### config.mk
export PLATFORM = sky130hd
export DESIGN_NAME = uart_tx_frame
export DESIGN_NICKNAME = d
export VERILOG_FILES = /design/src/rtl/uart_pkg.sv /design/src/rtl/uart_baud_gen.sv /design/src/rtl/uart_tx_frame.sv
export SDC_FILE = /design/constraint.sdc
export NUM_CORES = 1
export LEC_CHECK = 0
export CAP_MARGIN = 5
export CORE_UTILIZATION = 55
export DETAILED_ROUTE_END_ITERATION = 12
export PLACE_DENSITY = 0.77
export SLEW_MARGIN = 20
export SYNTH_ARGS = -nofsm -noshare
export SYNTH_HDL_FRONTEND = slang
export SYNTH_SLANG_ARGS = --single-unit
export TNS_END_PERCENT = 20
### constraint.sdc
create_clock -name clk -period 2.7 [get_ports clk]
set_input_delay 0.54 -clock clk [delete_from_list [all_inputs] [get_ports clk]]
set_output_delay 0.54 -clock clk [all_outputs]
set_load 0.05 [all_outputs]
### src/rtl/uart_pkg.sv
// Shared definitions for the UART transmit path (and the planned receiver):
// parity mode codes, one-hot FSM state encoding and the legal character widths.
package uart_pkg;

  localparam logic [1:0] PAR_NONE = 2'b00;
  localparam logic [1:0] PAR_EVEN = 2'b01;
  localparam logic [1:0] PAR_ODD  = 2'b10;

  localparam int ST_W = 6;
  localparam logic [ST_W-1:0] ST_IDLE   = 6'b000001;
  localparam logic [ST_W-1:0] ST_START  = 6'b000010;
  localparam logic [ST_W-1:0] ST_DATA   = 6'b000100;
  localparam logic [ST_W-1:0] ST_PARITY = 6'b001000;
  localparam logic [ST_W-1:0] ST_STOP1  = 6'b010000;
  localparam logic [ST_W-1:0] ST_STOP2  = 6'b100000;

  localparam int DATA_BITS_MIN = 5;
  localparam int DATA_BITS_MAX = 9;

  // Mode 2'b11 is reserved and behaves as "no parity".
  function automatic logic parity_enabled(input logic [1:0] mode);
    return (mode == PAR_EVEN) || (mode == PAR_ODD);
  endfunction

endpackage

### src/rtl/uart_baud_gen.sv
// Bit-period timer: counts 0..div and pulses tick on the last clock of each
// bit. restart pins the count at zero so the first bit after it is full length.
module uart_baud_gen #(
  parameter int DIV_W = 16
) (
  input  logic             clk,
  input  logic             rst_n,
  input  logic             restart,
  input  logic [DIV_W-1:0] div,
  output logic             tick
);

  logic [DIV_W-1:0] cnt_q, cnt_d;

  assign tick = (cnt_q == div);

  // Wrap on the tick, hold at zero while restart is asserted.
  always_comb begin
    cnt_d = cnt_q + DIV_W'(1);
    if (restart || tick) cnt_d = '0;
  end

  // Counter register.
  always_ff @(posedge clk or negedge rst_n) begin
    if (!rst_n) cnt_q <= '0;
    else        cnt_q <= cnt_d;
  end

endmodule

### src/rtl/uart_tx_frame.sv
// UART transmitter with build-time character width and run-time divisor,
// parity and stop-bit count. A one-entry holding buffer behind a valid/ready
// port lets the next character start right after the previous stop bit.
module uart_tx_frame
  import uart_pkg::*;
#(
  parameter int DATA_BITS = 8,
  parameter int DIV_W     = 16
) (
  input  logic                 clk,
  input  logic                 rst_n,
  input  logic                 s_valid,
  output logic                 s_ready,
  input  logic [DATA_BITS-1:0] s_data,
  input  logic [DIV_W-1:0]     cfg_div,
  input  logic [1:0]           cfg_parity,
  input  logic                 cfg_stop2,
  output logic                 tx,
  output logic                 tx_active,
  output logic                 busy
);

  if (DATA_BITS < DATA_BITS_MIN || DATA_BITS > DATA_BITS_MAX) begin : g_bad_width
    $error("uart_tx_frame: DATA_BITS must be within 5..9");
  end

  localparam int CNT_W = 4;
  localparam logic [CNT_W-1:0] LAST_BIT = CNT_W'(DATA_BITS - 1);

  logic [ST_W-1:0]      state_q, state_d;
  logic                 buf_full_q, buf_full_d;
  logic [DATA_BITS-1:0] buf_data_q, buf_data_d;
  logic [DIV_W-1:0]     buf_div_q, buf_div_d;
  logic [1:0]           buf_par_q, buf_par_d;
  logic                 buf_stop2_q, buf_stop2_d;
  logic [DATA_BITS-1:0] sh_data_q, sh_data_d;
  logic [DIV_W-1:0]     sh_div_q, sh_div_d;
  logic                 par_en_q, par_en_d;
  logic                 par_bit_q, par_bit_d;
  logic                 stop2_q, stop2_d;
  logic [CNT_W-1:0]     bitcnt_q, bitcnt_d;
  logic                 tx_q, tx_d;
  logic                 tx_active_q, tx_active_d;
  logic                 busy_q, busy_d;

  logic baud_restart, baud_tick, bit_tick;
  logic accept, frame_end, load_shift;

  // Counter is held at zero in IDLE so START always gets a full bit period.
  assign baud_restart = (state_q == ST_IDLE);
  assign bit_tick     = baud_tick && (state_q != ST_IDLE);

  uart_baud_gen #(.DIV_W(DIV_W)) u_baud (
    .clk     (clk),
    .rst_n   (rst_n),
    .restart (baud_restart),
    .div     (sh_div_q),
    .tick    (baud_tick)
  );

  assign accept     = s_valid && !buf_full_q;
  assign frame_end  = bit_tick && (((state_q == ST_STOP1) && !stop2_q) || (state_q == ST_STOP2));
  assign load_shift = buf_full_q && ((state_q == ST_IDLE) || frame_end);

  assign s_ready   = ~buf_full_q;
  assign tx        = tx_q;
  assign tx_active = tx_active_q;
  assign busy      = busy_q;

  // State register and control flags; reset aborts any frame in flight.
  always_ff @(posedge clk or negedge rst_n) begin
    if (!rst_n) begin
      state_q     <= ST_IDLE;
      buf_full_q  <= 1'b0;
      bitcnt_q    <= '0;
      tx_q        <= 1'b1;
      tx_active_q <= 1'b0;
      busy_q      <= 1'b0;
    end else begin
      state_q     <= state_d;
      buf_full_q  <= buf_full_d;
      bitcnt_q    <= bitcnt_d;
      tx_q        <= tx_d;
      tx_active_q <= tx_active_d;
      busy_q      <= busy_d;
    end
  end

  // Character and configuration snapshots; only meaningful while flagged valid.
  always_ff @(posedge clk) begin
    buf_data_q  <= buf_data_d;
    buf_div_q   <= buf_div_d;
    buf_par_q   <= buf_par_d;
    buf_stop2_q <= buf_stop2_d;
    sh_data_q   <= sh_data_d;
    sh_div_q    <= sh_div_d;
    par_en_q    <= par_en_d;
    par_bit_q   <= par_bit_d;
    stop2_q     <= stop2_d;
  end

  // Frame sequencing; a full buffer at frame end chains straight into START.
  always_comb begin
    state_d = state_q;
    case (state_q)
      ST_IDLE:   if (buf_full_q) state_d = ST_START;
      ST_START:  if (bit_tick) state_d = ST_DATA;
      ST_DATA:   if (bit_tick && (bitcnt_q == LAST_BIT)) state_d = par_en_q ? ST_PARITY : ST_STOP1;
      ST_PARITY: if (bit_tick) state_d = ST_STOP1;
      ST_STOP1:  if (bit_tick) state_d = stop2_q ? ST_STOP2 : (buf_full_q ? ST_START : ST_IDLE);
      ST_STOP2:  if (bit_tick) state_d = buf_full_q ? ST_START : ST_IDLE;
      default:   state_d = ST_IDLE;
    endcase
  end

  // Holding buffer fill/drain and shifter load/shift.
  always_comb begin
    buf_full_d  = buf_full_q;
    buf_data_d  = buf_data_q;
    buf_div_d   = buf_div_q;
    buf_par_d   = buf_par_q;
    buf_stop2_d = buf_stop2_q;
    sh_data_d   = sh_data_q;
    sh_div_d    = sh_div_q;
    par_en_d    = par_en_q;
    par_bit_d   = par_bit_q;
    stop2_d     = stop2_q;
    bitcnt_d    = bitcnt_q;
    if (load_shift) begin
      buf_full_d = 1'b0;
      sh_data_d  = buf_data_q;
      sh_div_d   = buf_div_q;
      par_en_d   = parity_enabled(buf_par_q);
      par_bit_d  = (buf_par_q == PAR_ODD) ? ~^buf_data_q : ^buf_data_q;
      stop2_d    = buf_stop2_q;
      bitcnt_d   = '0;
    end else if ((state_q == ST_DATA) && bit_tick) begin
      sh_data_d = sh_data_q >> 1;
      bitcnt_d  = bitcnt_q + CNT_W'(1);
    end
    if (accept) begin
      buf_full_d  = 1'b1;
      buf_data_d  = s_data;
      buf_div_d   = cfg_div;
      buf_par_d   = cfg_parity;
      buf_stop2_d = cfg_stop2;
    end
  end

  // Registered line outputs, decoded from the state being entered.
  always_comb begin
    tx_d        = 1'b1;
    tx_active_d = 1'b0;
    case (state_d)
      ST_START:  begin tx_d = 1'b0;         tx_active_d = 1'b1; end
      ST_DATA:   begin tx_d = sh_data_d[0]; tx_active_d = 1'b1; end
      ST_PARITY: begin tx_d = par_bit_d;    tx_active_d = 1'b1; end
      default:   begin tx_d = 1'b1;         tx_active_d = 1'b0; end
    endcase
    busy_d = (state_d != ST_IDLE) || buf_full_d;
  end

endmodule

==> results.cfg, run 1 <==
[layout]
finalInstanceArea_mm2 = 0.00411
n_fill_cell = 422
n_antenna_cell = 0
final_util_pct = 67.7
final-seq-area_mm2 = 0.00235
syn2layout_area_growth_pct = 16.7
multi_input_area_mm2 = 0.00108
fin_nets = 332
layout-drive-gt1-share_pct = 11.5
fin_cells = 379

[timing]
final-setup-viol-count = 0
maxSlewHeadroom_pct = 67.2
hold_slack_ns = 0.421
slew_violations = 0
final.setup.tns_ns = 0
period_share_pct = 84.8
fmax_mhz = 437
rsz0062_at_grt = no
fin_skew_ns = 0.0129
tightestPinTransition_ns = 0.490
period_needed_ns = 2.29
hold_viol = 0

[worst_setup_path]
timing.rr.start = u_baud.cnt_q[4]$_DFF_PN0_
reg2reg_to = tx$_DFF_PN1_
r2r_setup_slack_ns = 0.41
cp.arrival_ns = 2.55
critPathCaptureType = register
crit_start = u_baud.cnt_q[4]$_DFF_PN0_
cp.required_ns = 2.96
endpoint = tx$_DFF_PN1_
reg2reg_depth = 7
startpoint_type = register
path_max_fanout = 12
critical_path_class = reg -> reg

[global_route]
antenna_found_initial = 0
grtUsageTotal_pct = 19.2
grt_pass1_vias = 1970
grt_max_degree = 31
grt_overflow = 0
grt_pass1_wl_um = 9290

[place]
dp_cells = 363
post-dp-hpwl_um = 3960
place_congestion = 0.874
io_buffers = 33
placed_cell_area_mm2 = 0.00393

[detailed_routing]
drt-wirelength-per-cell_um = 15.2
drt_wl_total_um = 5740
dr.pass1.iters = 4
vias = 2057
drc_errors = 0
via_per_inst = 5.43
drt-initial-drc-count = 135
final_antenna_net_count = 0

[die]
die_x_um = 82.0
initial_core_util_pct = 58.1
die_y_um = 82.0
rows = 28
io_pins = 34
core-area_mm2 = 0.00606
die_area_mm2 = 0.00672

[power]
seq_power_share_pct = 53.4
clockPowerShare_pct = 21.9
power_frac_comb_pct = 24.7
internal-power_uw = 2490
netSwitchingFraction_pct = 30.8
p_sw_uw = 1110
irDropWorstVdd_mv = 0.539
p_leak_uw = 0.00152
power_density_mw_per_mm2 = 875

[synth]
syn_area_mm2 = 0.00352
synth_area_leaders = edfxtp_1 (44%), dfrtp_1 (20%), xnor2_1 (7.0%)
synth_cells = 259
synth_seq_cells = 84
synth_seq_area_share_pct = 66.9
yosysWarningCount = 0
avgSynthCellArea_um2 = 13.6
yosys.area.top_type = edfxtp_1
synth_nets = 292
synthDistinctLibCells = 42
synth_top_area_share_pct = 44.4

[clock_tree]
cts_root_buf = clkbuf_8
post_cts_buffers = 0
post_cts_resized = 0
clockBufferDepth = 2
cts_buffers = 9
cts_hold_buf = 0
clock_sinks = 84
clkLatencyLatePin_ns = 0.34
path_clk_slew_ns = 0.08
cts_max_level = 3
cts_tree = yes

[outcome]
run_status = completed

[min_path]
hold_path.class = reg -> reg

[flow_run]
cap_violations = 0
==> cells by family after synthesis <==
group           synth area share (%)
compound gates                  5.30
xor+xnor                        9.46
fa+ha+maj                       1.07
buf+inv                         2.52
flops                           66.9
mux                             1.81
simple gates                    12.9
==> power by group through the flow <==
stage | Sequential, uW | Combinational (uW) | Clock [uW]
2_1_floorplan | 1960 | 581 | 0
3_3_place_gp | 1940 | 864 | 0
3_5_place_dp | 1950 | 883 | 0
4_1_cts | 1920 | 885 | 802
5_1_grt | 1950 | 969 | 847
6_report | 1920 | 885 | 787
==> worst min path at each step <==
stage	startpoint	to	cells past startpoint
finish	buf_div_q[12]$_DFFE_PP_	sh_div_q[12]$_DFFE_PP_	0
global route	buf_div_q[6]$_DFFE_PP_	sh_div_q[6]$_DFFE_PP_	0
CTS	buf_div_q[12]$_DFFE_PP_	sh_div_q[12]$_DFFE_PP_	0
detailed placement	buf_div_q[12]$_DFFE_PP_	sh_div_q[12]$_DFFE_PP_	0
global placement	buf_div_q[2]$_DFFE_PP_	sh_div_q[2]$_DFFE_PP_	0
floorplan	rst_n	bitcnt_q[0]$_DFFE_PN0P_	0
==> Yosys cell counts <==
cell type and instances:
or3_1 4, nand2_1 5, inv_1 9, a31oi_1 1, nor2_1 25, a22o_1 7, o21ai_1 1, nand3_1 10
and2_1 2, nand4b_1 2, o22ai_1 2, o21ai_0 9, o32ai_1 2, nor2b_1 2, dfstp_2 2, xor2_1 10
nor3_1 3, mux2_2 2, nand2b_1 6, mux2_1 1, nand4_1 7, and2_4 1, dfrtp_1 28, buf_2 5
and4_4 1, and4bb_2 1, xnor2_1 28, buf_6 2, ha_1 3, and3_1 4, nor3b_1 1, nor4_2 1
clkbuf_1 2, nand3_2 2, a21oi_1 6, o21ai_2 1, nor4_1 1, mux2i_1 3, or3b_4 1, edfxtp_1 52
dfxtp_1 2, or2_2 2
==> critical path, cell delays in order, from the launching register on <==
cell     delay [ns]
dfrtp_1        0.42
xnor2_1        0.20
nand4_1        0.13
nor4_2         0.41
and4_4         0.41
mux2_2         0.37
o21ai_0        0.20
nand3_2        0.09
==> sequential cells by signal (all words and copies together), names as in the netlist, 2 cells and up <==
| signal | count |
|---|---|
| buf_div_q | 16 |
| sh_div_q | 16 |
| u_baud.cnt_q | 16 |
| buf_data_q | 8 |
| sh_data_q | 8 |
| state_q | 6 |
| bitcnt_q | 4 |
| buf_par_q | 2 |
==> per-stage QoR <==
step / setup WS, ns / total power [uW]
floorplan: 0.512 / 2540
global placement: 0.492 / 2800
CTS: 0.401 / 3610
finish: 0.410 / 3590
global route: 0.275 / 3770
detailed placement: 0.414 / 2830
==> cells in the final DEF (no fill, tap or decap), drive strengths merged, types with 2 or more instances in the layout <==
cell type      instances
edfxtp                52
clkdlybuf4s50         33
xnor2                 28
dfrtp                 28
nor2                  25
nand3                 12
clkbuf                11
o21ai                 11
xor2                  10
inv                   10
nand4                  7
a22o                   7
a21oi                  6
nand2b                 6
nand2                  5
buf                    5
and3                   4
or3                    4
clkinv                 4
nor3                   3
mux2i                  3
ha                     3
mux2                   3
and2                   3
or2                    2
o22ai                  2
nand4b                 2
o32ai                  2
dfxtp                  2
dfstp                  2
nor4                   2
nor2b                  2
==> area by class of cell <==
| class | instances | area share (%) |
|---|---|---|
| clock inverter | 5 | 0.884 |
| clock buffer | 11 | 3.44 |
| sequential | 84 | 57.4 |
| multi-input combinational | 157 | 26.2 |
| inverter | 9 | 0.823 |
| timing repair buffer | 38 | 8.96 |
| tap | 75 | 2.29 |
==> per-layer routing <==
layer	vias up	track usage, %	routed length (um)
li1	1006	-	-
met1	986	26.9	2750
met2	59	29.5	2650
met3	6	4.33	277
met4	0	7.02	65
met5	-	0	0
Power figures use the tool's default switching activity.
==> run 2: changes to the inputs <==
--- a/config.mk
+++ b/config.mk
@@ -6,9 +6,9 @@
 export NUM_CORES = 1
 export LEC_CHECK = 0
 export CAP_MARGIN = 5
-export CORE_UTILIZATION = 55
+export CORE_UTILIZATION = 51
 export DETAILED_ROUTE_END_ITERATION = 12
-export PLACE_DENSITY = 0.77
+export PLACE_DENSITY = 0.75
 export SLEW_MARGIN = 20
 export SYNTH_ARGS = -nofsm -noshare
 export SYNTH_HDL_FRONTEND = slang
==> constraint.sdc (replaced) <==
create_clock -name clk -period 2.05 [get_ports clk]
set_input_delay 0.41 -clock clk [delete_from_list [all_inputs] [get_ports clk]]
set_output_delay 0.41 -clock clk [all_outputs]
set_load 0.05 [all_outputs]
==> results.cfg, run 2 (same netlist as run 1, synthesis figures left out) <==
[layout]
final_common_cell = edfxtp_1
top_regs = buf_div_q (16), sh_div_q (16), u_baud.cnt_q (16)
layout-drive-gt1-share_pct = 19.5
fin_nets = 357
final_cell_mix = edfxtp_1 (52), clkdlybuf4s50_1 (31), dfrtp_1 (28), buf_4 (28), xnor2_1 (27)
syn2layout_area_growth_pct = 23.5
final_util_pct = 66.9
n_antenna_cell = 0

[detailed_routing]
via_per_inst = 5.33
final_antenna_net_count = 0
drc_errors = 0
drt-wirelength-per-cell_um = 14.7
drt_wl_total_um = 5960
drt-initial-drc-count = 118
vias = 2163
dr.pass1.iters = 4

[worst_setup_path]
path_max_fanout = 4
startpoint_type = register
reg2reg_to = sh_data_q[0]$_DFF_P_
reg2reg_depth = 7
critical_path_class = reg -> reg
crit_chain = xnor2_1 > nand4_1 > nor4_2 > buf_4 > and4_4 > mux2_4 > mux2_2
cpLargestDelayFamily = simple AND/OR/NAND/NOR gates
r2r_setup_slack_ns = 0.006
cp.arrival_ns = 2.29
slowest_stage = dfrtp_1
cp.required_ns = 2.30
cp_num_buf_inv = 1
cpPeakStageDelay_ns = 0.40
timing.rr.start = u_baud.cnt_q[2]$_DFF_PN0_
critPathCaptureType = register

[power]
power_density_mw_per_mm2 = 1130
p_leak_uw = 0.00167
irDropWorstVdd_mv = 0.561
power.total_uw = 4920

[outcome]
run_status = completed

[timing]
fmax_mhz = 489
period_needed_ns = 2.04
layout_setup_ws_ns = 0.00638
tightestPinTransition_ns = 0.521
slew_violations = 0
hold_viol = 0
final-setup-viol-count = 0
fin_skew_ns = 0.0103
period_share_pct = 99.7
rsz0062_at_grt = yes
maxSlewHeadroom_pct = 64.9

[die]
initial_core_util_pct = 54.2
die_area_mm2 = 0.00724
io_pins = 34
die_y_um = 85.1
rows = 29
core-area_mm2 = 0.00649
die_x_um = 85.1

[place]
io_buffers = 33
post-dp-hpwl_um = 4190
place_congestion = 0.871
dp_slack_ns = 0.0138

[clock_tree]
cts_tree = yes
cts_max_level = 3
clock_sinks = 84
path_clk_slew_ns = 0.08
cts_root_buf = clkbuf_8
clockBufferDepth = 2
clkLatencyLatePin_ns = 0.36
cts_buffers = 9

[flow_run]
cap_violations = 0

[global_route]
grtUsageTotal_pct = 18.5
grt_pass1_wl_um = 9960
antenna_found_initial = 0
grt_max_degree = 31
grt_overflow = 0
grt_pass1_vias = 2158

[min_path]
min_path_cells = 0
hold_path.class = reg -> reg
min_to = sh_div_q[13]$_DFFE_PP_
hold_start = buf_div_q[13]$_DFFE_PP_
run 2: cell types whose count changed in the layout (fill, tap and decap cells not counted), moves of 2 or more:
cell,change
buf_4,+23
buf_12,+2
buf_6,+2
clkdlybuf4s50_1,-2
clkinv_2,-2
or2_2,-2
or2_4,+2
run 2: layout make-up:
cell class              instances  area [um2]
multi-input cells             157        1090
clock buffers                  10         138
fillers                       495        2150
clock inverters                 6        46.3
repair buffers                 63         583
flip-flops and latches         84        2350
inverters                       9        33.8
well taps                      77        96.3
run 2: how the worst max path moves through the flow:
| stage | start | endpoint | slack (ns) | cells past startpoint |
|---|---|---|---|---|
| 3_5_place_dp | u_baud.cnt_q[14]$_DFF_PN0_ | sh_data_q[0]$_DFF_P_ | 0.01 | 7 |
| 5_1_grt | sh_div_q[5]$_DFFE_PP_ | sh_data_q[0]$_DFF_P_ | -0.09 | 7 |
| 3_3_place_gp | u_baud.cnt_q[5]$_DFF_PN0_ | tx$_DFF_PN1_ | 0.05 | 9 |
| 2_1_floorplan | u_baud.cnt_q[12]$_DFF_PN0_ | sh_data_q[0]$_DFF_P_ | -0.03 | 7 |
| 6_report | u_baud.cnt_q[2]$_DFF_PN0_ | sh_data_q[0]$_DFF_P_ | 0.006 | 7 |
| 4_1_cts | sh_div_q[14]$_DFFE_PP_ | tx$_DFF_PN1_ | -0.01 | 9 |
run 2: worst register-to-register path, delay by kind of cell, from the launching register on:
| kind | cells | cell delay [ns] |
|---|---|---|
| simple gates | 3 | 0.63 |
| mux | 2 | 0.56 |
| flops | 1 | 0.40 |
| xor+xnor | 1 | 0.18 |
| buf+inv | 1 | 0.17 |
run 2: metal layers:
| metal | vias to the layer above | GRT usage [%] | routed length [um] |
|---|---|---|---|
| li1 | 1056 | - | - |
| met1 | 1044 | 24.2 | 2720 |
| met2 | 52 | 29.3 | 2890 |
| met3 | 11 | 4.38 | 226 |
| met4 | 0 | 8.94 | 117 |
| met5 | - | 0 | 0 |
run 2: where the power goes:
group          internal [uW]  total (uW)  switching (uW)  leakage [uW]
clock network            481        1080             596     0.0000909
logic                    611        1350             739      0.000674
registers               2300        2490             190      0.000903
run 2: repair_timing:
item | in CTS | in global routing
pin swaps | 4 | 5
hold endpoints to repair | 0 | 0
setup buffers | 3 | 2
gates cloned | 0 | 0
hold buffers | 0 | 0
resized for setup | 1 | 6
endpoints found under the setup margin | 9 | 36
run 2: through the flow:
| stage | instance area [um2] | setup TNS (ns) | hold slack [ns] | cells |
|---|---|---|---|---|
| after floorplan | 3520 | -0.626 | 0.114 | 259 |
| after global placement | 4100 | 0 | 0.401 | 385 |
| after detailed placement | 4100 | 0 | 0.405 | 385 |
| after CTS | 4310 | -0.0256 | 0.424 | 404 |
| after global routing | 4350 | -0.524 | 0.430 | 406 |
| final | 4350 | 0 | 0.423 | 406 |
==> run 3: changes to the inputs <==
--- a/config.mk
+++ b/config.mk
@@ -7,9 +7,10 @@
 export LEC_CHECK = 0
 export CAP_MARGIN = 5
 export CORE_UTILIZATION = 51
+export CTS_BUF_LIST = sky130_fd_sc_hd__clkbuf_4 sky130_fd_sc_hd__clkbuf_8 sky130_fd_sc_hd__clkbuf_16
 export DETAILED_ROUTE_END_ITERATION = 12
 export PLACE_DENSITY = 0.75
-export SLEW_MARGIN = 20
+export SLEW_MARGIN = 25
 export SYNTH_ARGS = -nofsm -noshare
 export SYNTH_HDL_FRONTEND = slang
 export SYNTH_SLANG_ARGS = --single-unit
==> constraint.sdc (replaced) <==
create_clock -name clk -period 1.7 [get_ports clk]
set_input_delay 0.34 -clock clk [delete_from_list [all_inputs] [get_ports clk]]
set_output_delay 0.34 -clock clk [all_outputs]
set_load 0.05 [all_outputs]
==> results.cfg, run 3 (same netlist as run 1, synthesis figures left out) <==
[outcome]
run_status = complete, but fails checks
violations = setup timing

[detailed_routing]
vias = 2166
drt_wl_total_um = 6220
drt-wirelength-per-cell_um = 14.8
drc_errors = 0
via_per_inst = 5.16
drt-initial-drc-count = 106
final_antenna_net_count = 0
dr.pass1.iters = 4

[min_path]
hold_path.class = in -> async

[clock_tree]
cts_buffers = 9
clkLatencyLatePin_ns = 0.35
cts_hold_buf = 0
path_clk_slew_ns = 0.09
cts_tree = yes
cts_max_level = 3
cts_root_buf = clkbuf_8
clock_sinks = 84
clockBufferDepth = 2

[power]
internal-power_uw = 4270
irDropWorstVdd_mv = 0.720
p_leak_uw = 0.00176
clockPowerShare_pct = 21.1
power_density_mw_per_mm2 = 1380
seq_power_share_pct = 48.1
netSwitchingFraction_pct = 31.3
p_sw_uw = 1940
power_frac_comb_pct = 30.7

[global_route]
grtUsageTotal_pct = 19.0
grt_pass1_vias = 2157
grt_pass1_wl_um = 10200
antenna_found_initial = 0
grt_max_degree = 31
grt_overflow = 0

[layout]
final_common_cell = edfxtp_1
fin_cells = 420
fin_nets = 371
syn2layout_area_growth_pct = 28.5
final_cell_mix = edfxtp_1 (52), buf_4 (39), clkdlybuf4s50_1 (29)
n_antenna_cell = 0
layout-drive-gt1-share_pct = 25.4
top_regs = buf_div_q (16), sh_div_q (16), u_baud.cnt_q (16)

[worst_setup_path]
critPathCaptureType = register
critical_path_class = reg -> reg
cp_num_buf_inv = 1
cp.required_ns = 1.94
cpPeakStageDelay_ns = 0.43
cpLargestDelayFamily = simple AND/OR/NAND/NOR gates
cp.arrival_ns = 2.35
crit_chain = xnor2_1 > nand4_1 > nor4_2 > buf_4 > and4_4 > mux2_4 > mux2_4
startpoint_type = register
path_max_fanout = 5
slowest_stage = edfxtp_1
crit_top_cell = mux2_4

[die]
rows = 29
core-area_mm2 = 0.00649
initial_core_util_pct = 54.2
die_y_um = 85.1
die_x_um = 85.1
die_area_mm2 = 0.00724
io_pins = 34

[timing]
fmax_mhz = 474
hold_viol = 0
tightestPinTransition_ns = 0.581
layout_setup_ws_ns = -0.409
final-setup-viol-count = 63
final.setup.tns_ns = -13.17
maxSlewHeadroom_pct = 60.9
rsz0062_at_grt = yes
period_needed_ns = 2.11
slew_violations = 0
period_share_pct = 124
fin_skew_ns = 0.00763

[place]
io_buffers = 33
post-dp-hpwl_um = 4340
place_congestion = 0.872
dp_cells = 399

[flow_run]
cap_violations = 0
-- run 3: changes by cell type in the layout (fill, tap and decap cells not counted), moves of 2 or more --
| cell | before | now |
|---|---|---|
| buf_4 | 28 | 39 |
| buf_6 | 2 | 5 |
| buf_12 | 2 | 4 |
| clkdlybuf4s50_1 | 31 | 29 |
| o21ai_0 | 8 | 6 |
| o21ai_1 | 2 | 4 |
-- run 3: metrics by stage --
step / cell area (um2) / hold WS (ns) / util (%) / power (uW) / setup slack, ns
2_1_floorplan: 3540 / 0.0444 / - / 4110 / -0.380
3_3_place_gp: 4230 / 0.402 / 65.1 / 4790 / -0.313
3_5_place_dp: 4230 / 0.405 / 65.1 / 4850 / -0.370
4_1_cts: 4450 / 0.363 / 68.6 / 6170 / -0.357
5_1_grt: 4520 / 0.405 / 69.6 / 6510 / -0.531
6_report: 4520 / 0.376 / 69.6 / 6220 / -0.409
-- run 3: layer usage --
metal  GRT usage (%)  up-vias  routed length, um
met2            29.2       43               2900
met5               0        -                  0
met1            25.8     1030               2970
li1                -     1082                  -
met3            3.31       11                197
met4            10.9        0                155
-- run 3: path summary, 6_finish.rpt --
check / start / cells after the start / endpoint / slack, ns
setup / recovery: sh_div_q[8]$_DFFE_PP_ / 7 / sh_data_q[0]$_DFF_P_ / -0.41
hold / removal: rst_n / 2 / u_baud.cnt_q[7]$_DFF_PN0_ / 0.38
setup reg to reg: sh_div_q[8]$_DFFE_PP_ / 7 / sh_data_q[0]$_DFF_P_ / -0.41
hold reg to reg: buf_div_q[14]$_DFFE_PP_ / 0 / sh_div_q[14]$_DFFE_PP_ / 0.42
max in group asynchronous: rst_n / 2 / state_q[0]$_DFF_PN1_ / 1.00
min in group clk: buf_div_q[14]$_DFFE_PP_ / 0 / sh_div_q[14]$_DFFE_PP_ / 0.42
-- run 3: cell type report --
cell class / instances / area [um2]
sequential: 84 / 2350
clock inverter: 6 / 46.3
clock buffer: 10 / 138
multi-input combinational: 157 / 1130
tap: 77 / 96.3
timing repair buffer: 77 / 719
fill: 459 / 1970
inverter: 9 / 33.8
-- run 3: power groups by stage --
stage / logic (uW) / clock network [uW] / registers (uW)
after floorplan: 999 / 0 / 3120
after global placement: 1770 / 0 / 3020
after detailed placement: 1810 / 0 / 3040
after CTS: 1830 / 1350 / 2990
after global routing: 2050 / 1430 / 3030
final: 1910 / 1310 / 2990
-- run 3: repair_timing --
| item | in CTS | in global routing |
|---|---|---|
| gates cloned | 0 | 0 |
| buffers inserted | 2 | 3 |
| pin swaps | 7 | 10 |
| setup endpoints to repair | 55 | 64 |
| gates resized for setup | 7 | 11 |
